**src/rtl/seq_ser_tx.sv**
```systemverilog
// rtl/seq_ser_tx.sv - parallel-to-serial word transmitter, MSB first, with inter-word gap.
// Optional even-parity beat after the LSB when SEQ_SER_TX_PARITY_EN is defined.
module seq_ser_tx #(
    parameter int WIDTH = 8,
    parameter int GAP   = 0
) (
    input  logic             clk,
    input  logic             rst,
    input  logic [WIDTH-1:0] din,
    input  logic             din_valid,
    output logic             din_ready,
    input  logic             en,
    output logic             ser_out,
    output logic             ser_valid,
    output logic             frame_start,
    output logic             busy
);
    localparam int CW = $clog2(WIDTH + 1);
`ifdef SEQ_SER_TX_PARITY_EN
    localparam logic [CW-1:0] LAST_BIT = CW'(WIDTH);
`else
    localparam logic [CW-1:0] LAST_BIT = CW'(WIDTH - 1);
`endif
    localparam logic [7:0] GAP_LOAD = (GAP > 0) ? 8'(GAP - 1) : 8'd0;

    typedef enum logic [1:0] {
        ST_IDLE,
        ST_SHIFT,
        ST_GAP
    } state_t;

    state_t           state, state_n;
    logic             hold_full, hold_full_n;
    logic [WIDTH-1:0] hold, hold_n;
    logic [WIDTH-1:0] shreg, shreg_n;
    logic [CW-1:0]    bit_cnt, bit_cnt_n;
    logic [7:0]       gap_cnt, gap_cnt_n;
    logic             load;
    logic             accept;
`ifdef SEQ_SER_TX_PARITY_EN
    logic             par, par_n;
`endif

    assign din_ready = !hold_full && !rst;
    assign accept    = din_valid && din_ready;

    always_ff @(posedge clk or posedge rst) begin
        if (rst) begin
            state     <= ST_IDLE;
            hold_full <= 1'b0;
            hold      <= '0;
            shreg     <= '0;
            bit_cnt   <= '0;
            gap_cnt   <= '0;
`ifdef SEQ_SER_TX_PARITY_EN
            par       <= 1'b0;
`endif
        end else begin
            state     <= state_n;
            hold_full <= hold_full_n;
            hold      <= hold_n;
            shreg     <= shreg_n;
            bit_cnt   <= bit_cnt_n;
            gap_cnt   <= gap_cnt_n;
`ifdef SEQ_SER_TX_PARITY_EN
            par       <= par_n;
`endif
        end
    end

    always_comb begin
        state_n     = state;
        hold_full_n = hold_full;
        hold_n      = hold;
        shreg_n     = shreg;
        bit_cnt_n   = bit_cnt;
        gap_cnt_n   = gap_cnt;
        load        = 1'b0;
`ifdef SEQ_SER_TX_PARITY_EN
        par_n       = par;
`endif
        case (state)
            ST_IDLE: begin
                // Loading from the buffer does not wait for en.
                if (hold_full) begin
                    load    = 1'b1;
                    state_n = ST_SHIFT;
                end
            end
            ST_SHIFT: begin
                if (en) begin
                    if (bit_cnt == LAST_BIT) begin
                        if (GAP > 0) begin
                            state_n   = ST_GAP;
                            gap_cnt_n = GAP_LOAD;
                        end else if (hold_full) begin
                            load = 1'b1;
                        end else begin
                            state_n = ST_IDLE;
                        end
                    end else begin
                        shreg_n   = {shreg[WIDTH-2:0], 1'b0};
                        bit_cnt_n = bit_cnt + CW'(1);
                    end
                end
            end
            ST_GAP: begin
                if (en) begin
                    if (gap_cnt == 8'd0) begin
                        if (hold_full) begin
                            load    = 1'b1;
                            state_n = ST_SHIFT;
                        end else begin
                            state_n = ST_IDLE;
                        end
                    end else begin
                        gap_cnt_n = gap_cnt - 8'd1;
                    end
                end
            end
            default: state_n = ST_IDLE;
        endcase

        if (load) begin
            shreg_n     = hold;
            bit_cnt_n   = '0;
            hold_full_n = 1'b0;
`ifdef SEQ_SER_TX_PARITY_EN
            par_n       = ^hold;
`endif
        end
        // accept needs an empty buffer and load needs a full one, so they never collide.
        if (accept) begin
            hold_full_n = 1'b1;
            hold_n      = din;
        end
    end

    always_comb begin
        ser_out   = 1'b0;
        ser_valid = 1'b0;
        if (state == ST_SHIFT) begin
            ser_valid = en;
`ifdef SEQ_SER_TX_PARITY_EN
            ser_out   = (bit_cnt == CW'(WIDTH)) ? par : shreg[WIDTH-1];
`else
            ser_out   = shreg[WIDTH-1];
`endif
        end
    end

    assign frame_start = ser_valid && (bit_cnt == '0) && (state == ST_SHIFT);
    assign busy        = (state != ST_IDLE) || hold_full;

endmodule
```
**config.mk**
```make
export PLATFORM = sky130hd
export DESIGN_NAME = seq_ser_tx
export DESIGN_NICKNAME = d
export VERILOG_FILES = /design/src/rtl/seq_ser_tx.sv
export SDC_FILE = /design/constraint.sdc
export NUM_CORES = 1
export LEC_CHECK = 0
export ABC_CLOCK_PERIOD_IN_PS = 1800
export BUFFER_PORTS_ARGS = -buffer_cell sky130_fd_sc_hd__buf_4
export CAP_MARGIN = 10
export CORE_ASPECT_RATIO = 0.7
export CORE_MARGIN = 10
export CORE_UTILIZATION = 40
export DETAILED_ROUTE_END_ITERATION = 6
export HOLD_SLACK_MARGIN = 0.06
export MAX_ROUTING_LAYER = met4
export PLACE_DENSITY = 0.65
export SLEW_MARGIN = 10
export SYNTH_ARGS = -nofsm -noshare
export SYNTH_HDL_FRONTEND = slang
export SYNTH_SLANG_ARGS = --single-unit
export TNS_END_PERCENT = 100
```
**constraint.sdc**
```tcl
create_clock -name clk -period 1.8 [get_ports clk]
set_clock_uncertainty 0.1 [all_clocks]
set_input_delay 0.27 -clock clk [delete_from_list [all_inputs] [get_ports clk]]
set_output_delay 0.27 -clock clk [all_outputs]
set_load 0.1 [all_outputs]
```
==> impl_metrics.py, run 1 <==
metrics = {
    "outcome": {
        "status": "finished clean",
    },
    "synth": {
        "async_flop_share_pct": 100,
        "synth-xor-area-share_pct": 0,
        "synthTopCellsByCount": "22 x dfrtp_1, 14 x nor3_1, 11 x inv_1, 8 x mux2_4, 8 x nor2_1",
        "synth_top_area_share_pct": 44.9,
        "syn_area_sq_mm": 0.00123,
        "seq_area_frac_synth_pct": 44.9,
        "yosysMostFrequentCell": "dfrtp_1",
        "synth_top_family_by_area": "simple AND/OR/NAND/NOR gates",
        "synth_nets": 121,
        "synthTopCellsByArea": "dfrtp_1 45%, mux2_4 9.8%, a2111oi_2 7.3%, nor3_1 5.7%, inv_1 3.4%",
        "yosysWarnings": 0,
        "syn_area_per_cell_sq_um": 11.5,
        "synthSimpleGateAreaFrac_pct": 18.9,
        "synthAdderAreaFrac_pct": 2.04,
        "synth_mux_area_share_pct": 9.80,
        "synth_ff_type": "dfrtp_1",
        "synth-compound-area-share_pct": 18.2,
        "ys_ff_latch": 22,
        "synth-edff-count": 0,
        "netlist_instances": 107,
        "yosys.cell_types.count": 36,
        "yosysTopAreaCell": "dfrtp_1",
    },
    "detailed_routing": {
        "drt-pass1-iter-count": 4,
        "ant_nets": 0,
        "drt_iter0_drc": 69,
        "drc_errors": 0,
        "via_per_inst": 5.39,
        "via_count": 879,
        "post_drt_wl_per_cell_um": 15.5,
        "wl_um": 2530,
    },
    "placed_design": {
        "routabilityCongestion": 0.857,
        "portBuffers": 16,
        "post-dp-hpwl_um": 1900,
        "pre_cts_ws_ns": 0.0691,
    },
    "clock_network": {
        "cts_buffer_depth": 2,
        "clkTransAtPathRegs_ns": 0.08,
        "clock-sinks": 22,
        "h-tree-depth": 1,
        "post_cts_buffers": 0,
        "numCtsBuffers": 3,
        "cts_tree": "built",
        "clock_latency_ns": 0.26,
        "cts_root_buffer": "clkbuf_8",
    },
    "grt": {
        "grt_pass1_wl_um": 4400,
        "antenna_found_initial": 0,
        "overflow": 0,
        "grt_pass1_vias": 892,
        "grt_start_max_net_pins": 23,
        "grt_use_total_pct": 9.78,
    },
    "floorplanning": {
        "die_x_um": 86.2,
        "pin_count": 17,
        "num_rows": 16,
        "die_height_um": 66.3,
        "dieArea_sq_mm": 0.00572,
        "coreArea_sq_mm": 0.00286,
        "initial_core_util_pct": 42.8,
    },
    "timing": {
        "setup_violations": 0,
        "worstMarginPinSlew_ns": 0.434,
        "min_period_ns": 1.74,
        "final-max-slew-violation-count": 0,
        "max_freq_mhz": 576,
        "period_share_pct": 96.4,
        "fin_tns_setup_ns": 0,
        "rsz0062_at_grt": "true",
        "final_hold_viol_count": 0,
        "slew-limit-headroom_pct": 71.1,
        "setup_ws_ns": 0.0646,
    },
    "critical_path": {
        "r2r_setup_slack_ns": 0.09,
        "cpPeakStageDelay_ns": 0.45,
        "path_cells": "buf_4, or2_2, buf_6",
        "crit_family": "flip-flops",
        "cp_data_arrival_time_ns": 1.37,
        "critPathBufInv": 2,
        "crit_path_top_delay_cell": "dfrtp_2",
        "worstPathRequired_ns": 1.43,
        "start_kind": "flip-flop",
        "cp-end-kind": "primary output",
        "crit_path_max_fanout": 7,
        "worstSetupPathType": "flip-flop to primary output",
    },
    "cells_and_area": {
        "drive_above_1_share_pct": 39.4,
        "finalNetCount": 142,
        "fillerInstances": 260,
        "layout-area-overhead-vs-synth_pct": 20.9,
        "multi_input_area_sq_um": 623,
        "insertedDiodeCount": 0,
        "register_area_sq_um": 553,
    },
    "power_and_ir_drop": {
        "worst_ir_drop_vdd_v": 0.000554,
        "intPower_mw": 1.27,
        "power-per-cell-area_mw_per_mm2": 1370,
        "clockPowerShare_pct": 17.1,
        "power_mw": 2.03,
        "seqPwrFrac_pct": 44.5,
        "swShare_pct": 37.7,
        "switchingPower_mw": 0.765,
        "power_frac_comb_pct": 38.4,
        "p_leak_nw": 0.696,
    },
    "job": {
        "maxCapViolCount": 0,
    },
    "worst_hold_path": {
        "holdCritPathClass": "primary input to flip-flop",
    },
}
-- power groups by stage --
stage / logic [mW] / clock network, mW / registers, mW
2_1_floorplan: 0.669 / 0 / 0.852
3_5_place_dp: 0.778 / 0 / 0.914
3_3_place_gp: 0.758 / 0 / 0.907
6_report: 0.780 / 0.347 / 0.904
5_1_grt: 0.843 / 0.387 / 0.937
4_1_cts: 0.788 / 0.360 / 0.905
-- cell usage in the layout, fill, tap and decap left out, drive strengths merged, types with 2 or more instances in the layout --
cell type and n:
a2111oi 7, a21oi 2, a32o 2, and2 2, buf 19, clkbuf 4, dfrtp 22, ha 2
inv 11, mux2 8, nand2 4, nand3b 2, nor2 9, nor3 15, o21ai 2
-- final timing paths --
check,end,start,cells after the start
min reg2reg,hold[0]$_DFFE_PP0P_,hold[0]$_DFFE_PP0P_,1
max in group asynchronous,state[0]$_DFFE_PP0P_,rst,4
min in group asynchronous,hold_full$_DFFE_PP0P_,rst,4
max,busy,state[0]$_DFFE_PP0P_,3
min,hold[5]$_DFFE_PP0P_,din[5],2
max reg2reg,shreg[2]$_DFFE_PP0P_,bit_cnt[0]$_DFFE_PP0P_,4
-- final cells by class --
class / count / area share [%]
well taps: 36 / 3.04
inverters: 12 / 3.12
multi-input cells: 69 / 42.0
repair buffers: 20 / 10.8
flip-flops and latches: 22 / 37.3
clock buffers: 4 / 3.71
-- routing by layer --
metal | GRT usage, % | wire [um] | vias up | part of all wire (%)
li1 | - | - | 422 | -
met1 | 13.4 | 1270 | 424 | 50
met2 | 13.2 | 1080 | 31 | 43
met3 | 3.45 | 167 | 2 | 6.6
met4 | 2.42 | 17 | 0 | 0.67
met5 | - | 0 | - | 0
-- flip-flops by register name, indices dropped and copies added (netlist names) --
signal     count
bit_cnt        4
hold_full      1
state          1
hold           8
shreg          8
-- per-stage QoR --
stage	std cells	utilization, %	hold WS [ns]	instance area (sq um)
floorplan	107	-	0.159	1250
global placement	158	49.1	0.251	1410
detailed placement	158	49.1	0.256	1410
CTS	163	51.5	0.129	1470
global route	163	51.8	0.123	1480
finish	163	51.8	0.137	1480
-- cells by family after synthesis --
family          after synthesis
compound gates               19
fa+ha+maj                     2
buf+inv                      16
mux                           8
flops                        22
simple gates                 40
-- timing repair --
item / in CTS / in global routing
pin swaps: 0 / 1
hold buffers: 1 / 0
resized for setup: 1 / 4
hold endpoints to repair: 22 / 0
endpoints found under the setup margin: 1 / 11
gates cloned: 0 / 0
Power figures use the tool's default switching activity.
==> inputs of run 2 (changes only) <==
- ABC_CLOCK_PERIOD_IN_PS: 1800 -> 1500
- PLACE_DENSITY: 0.65 -> 0.67
- RECOVER_POWER: unset -> 100
- clock period: 1.8 -> 1.5 ns (I/O delays scaled with it)
==> run 2 against run 1 <==
The run now ends with setup timing left. Non-clock buffer count grew 16. Global-route usage grew 1.9 points. First-iteration DRC count shrank 26%. Combinational power grew 67%. Setup slack lost 0.22 ns. Sequential cell count is the same. Clock power grew 21%.
==> impl_metrics.py, run 2 (synthesis gave the netlist of run 1 again) <==
metrics = {
    "grt": {
        "grt_start_max_net_pins": 15,
        "grt_use_total_pct": 11.7,
        "grt_pass1_vias": 1064,
        "antenna_found_initial": 0,
        "overflow": 0,
        "grt_pass1_wl_um": 5220,
    },
    "detailed_routing": {
        "ant_nets": 0,
        "via_per_inst": 5.44,
        "post_drt_wl_per_cell_um": 17.2,
        "via_count": 979,
        "wl_um": 3100,
        "drt_iter0_drc": 51,
        "drc_errors": 0,
        "drt-pass1-iter-count": 4,
    },
    "cells_and_area": {
        "register_area_sq_um": 553,
        "fillerInstances": 238,
        "fin_util_pct": 62.3,
        "layout-area-overhead-vs-synth_pct": 45.4,
        "layout_common_cells": "24 x buf_4, 20 x dfrtp_1, 9 x inv_1, 9 x nor2_1, 8 x mux2_4",
        "finalNetCount": 159,
        "layout_commonest_cell": "buf_4",
        "fin_area_sq_mm": 0.00178,
        "drive_above_1_share_pct": 53.5,
        "reg_top3": "hold x8, shreg x8, bit_cnt x4",
        "insertedDiodeCount": 0,
        "multi_input_area_sq_um": 764,
    },
    "clock_network": {
        "cts_root_buffer": "clkbuf_8",
        "clkTransAtPathRegs_ns": 0.07,
        "numCtsBuffers": 3,
        "cts_tree": "built",
        "cts_buffer_depth": 2,
        "clock_latency_ns": 0.26,
        "clock-sinks": 22,
        "h-tree-depth": 1,
    },
    "critical_path": {
        "cp-endpoint": "frame_start",
        "cp-end-kind": "primary output",
        "cp_data_arrival_time_ns": 1.33,
        "regToRegStartpoint": "bit_cnt[0]$_DFFE_PP0P_",
        "worstSetupPathType": "flip-flop to primary output",
        "r2r_setup_slack_ns": -0.11,
        "crit_path_max_fanout": 3,
        "worstPathRequired_ns": 1.17,
        "crit_path_top_delay_cell": "dfrtp_1",
        "crit_path_start": "bit_cnt[1]$_DFFE_PP0P_",
        "timing.rr.end": "shreg[3]$_DFFE_PP0P_",
        "reg2regPathDepth": 5,
        "start_kind": "flip-flop",
        "cpPeakStageDelay_ns": 0.42,
        "path_cells": "inv_2, ha_4, nor4b_4, buf_6",
    },
    "placed_design": {
        "dpl_cell_area_sq_mm": 0.00149,
        "post-dp-hpwl_um": 2170,
        "portBuffers": 16,
        "routabilityCongestion": 0.841,
    },
    "job": {
        "maxCapViolCount": 0,
    },
    "worst_hold_path": {
        "holdCritPathClass": "primary input to flip-flop",
    },
    "timing": {
        "worstMarginPinSlew_ns": 0.562,
        "period_share_pct": 110,
        "setup_violations": 15,
        "final_hold_viol_count": 0,
        "final-max-slew-violation-count": 0,
        "max_freq_mhz": 606,
        "slew-limit-headroom_pct": 62.5,
        "min_period_ns": 1.65,
        "setup_ws_ns": -0.151,
        "rsz0062_at_grt": "true",
    },
    "power_and_ir_drop": {
        "p_leak_nw": 0.808,
        "worst_ir_drop_vdd_v": 0.000750,
        "power-per-cell-area_mw_per_mm2": 1600,
    },
    "floorplanning": {
        "initial_core_util_pct": 42.8,
        "dieArea_sq_mm": 0.00572,
        "die_height_um": 66.3,
        "coreArea_sq_mm": 0.00286,
        "pin_count": 17,
        "die_x_um": 86.2,
        "num_rows": 16,
    },
    "outcome": {
        "violations": "setup timing",
        "status": "finished, violations left",
    },
}
-- run 2: changes by cell type in the layout (fill, tap and decap cells not counted), sizes merged --
| cell | before | now |
|---|---|---|
| buf | 19 | 31 |
| a22oi | 1 | 2 |
| inv | 11 | 12 |
| clkbuf | 4 | 8 |
| clkinv | 1 | 0 |
-- run 2: area by class of cell --
type                       count  share of cell area (%)
multi-input combinational     70                    42.9
sequential                    22                    31.0
clock buffer                   4                    3.09
inverter                      12                    2.95
tap                           36                    2.53
timing repair buffer          36                    17.5
-- run 2: critical path, delay by kind of cell, from the launching register on --
| family | cells | cell delay [ns] |
|---|---|---|
| flops | 1 | 0.42 |
| buf+inv | 2 | 0.34 |
| simple gates | 1 | 0.19 |
| fa+ha+maj | 1 | 0.12 |
-- run 2: how the worst min path moves through the flow --
stage / start / to / slack [ns] / cells after the start
floorplan: rst / bit_cnt[0]$_DFFE_PP0P_ / 0.11 / 1
CTS: din[7] / hold[7]$_DFFE_PP0P_ / 0.08 / 2
global route: din[4] / hold[4]$_DFFE_PP0P_ / 0.08 / 2
finish: din[4] / hold[4]$_DFFE_PP0P_ / 0.09 / 2
global placement: rst / hold[0]$_DFFE_PP0P_ / 0.22 / 2
detailed placement: rst / hold[0]$_DFFE_PP0P_ / 0.23 / 2
-- run 2: stage by stage --
stage | hold slack [ns] | std cells | power, mW | setup slack (ns) | TNS [ns]
finish | 0.0868 | 180 | 2.86 | -0.151 | -1.09
detailed placement | 0.233 | 169 | 2.15 | -0.142 | -0.817
global placement | 0.222 | 169 | 2.09 | -0.0312 | -0.201
floorplan | 0.114 | 107 | 1.83 | -0.485 | -4.37
global route | 0.0776 | 180 | 3.02 | -0.215 | -2.17
CTS | 0.0832 | 179 | 2.77 | -0.157 | -0.911
-- run 2: timing repair --
action / CTS / global route
endpoints found under the setup margin: 14 / 16
endpoints found under the hold margin: 12 / 0
pin swaps: 9 / 7
gates resized for setup: 27 / 12
setup buffers: 4 / 3
gates cloned: 1 / 0
hold buffers: 1 / 0
-- run 2: where the power goes --
group          switching, mW  total (mW)  internal [mW]
Sequential             0.298        1.13          0.836
Clock                  0.186       0.420          0.234
Combinational          0.628        1.30          0.675
Total                   1.11        2.86           1.75
-- run 2: per-layer routing --
layer	part of all wire [%]	GRT usage [%]	vias to the layer above
met5	0	-	-
met4	0.71	3.23	0
met3	4.5	3.20	4
met2	46	16.7	30
met1	49	15.8	483
li1	-	-	462
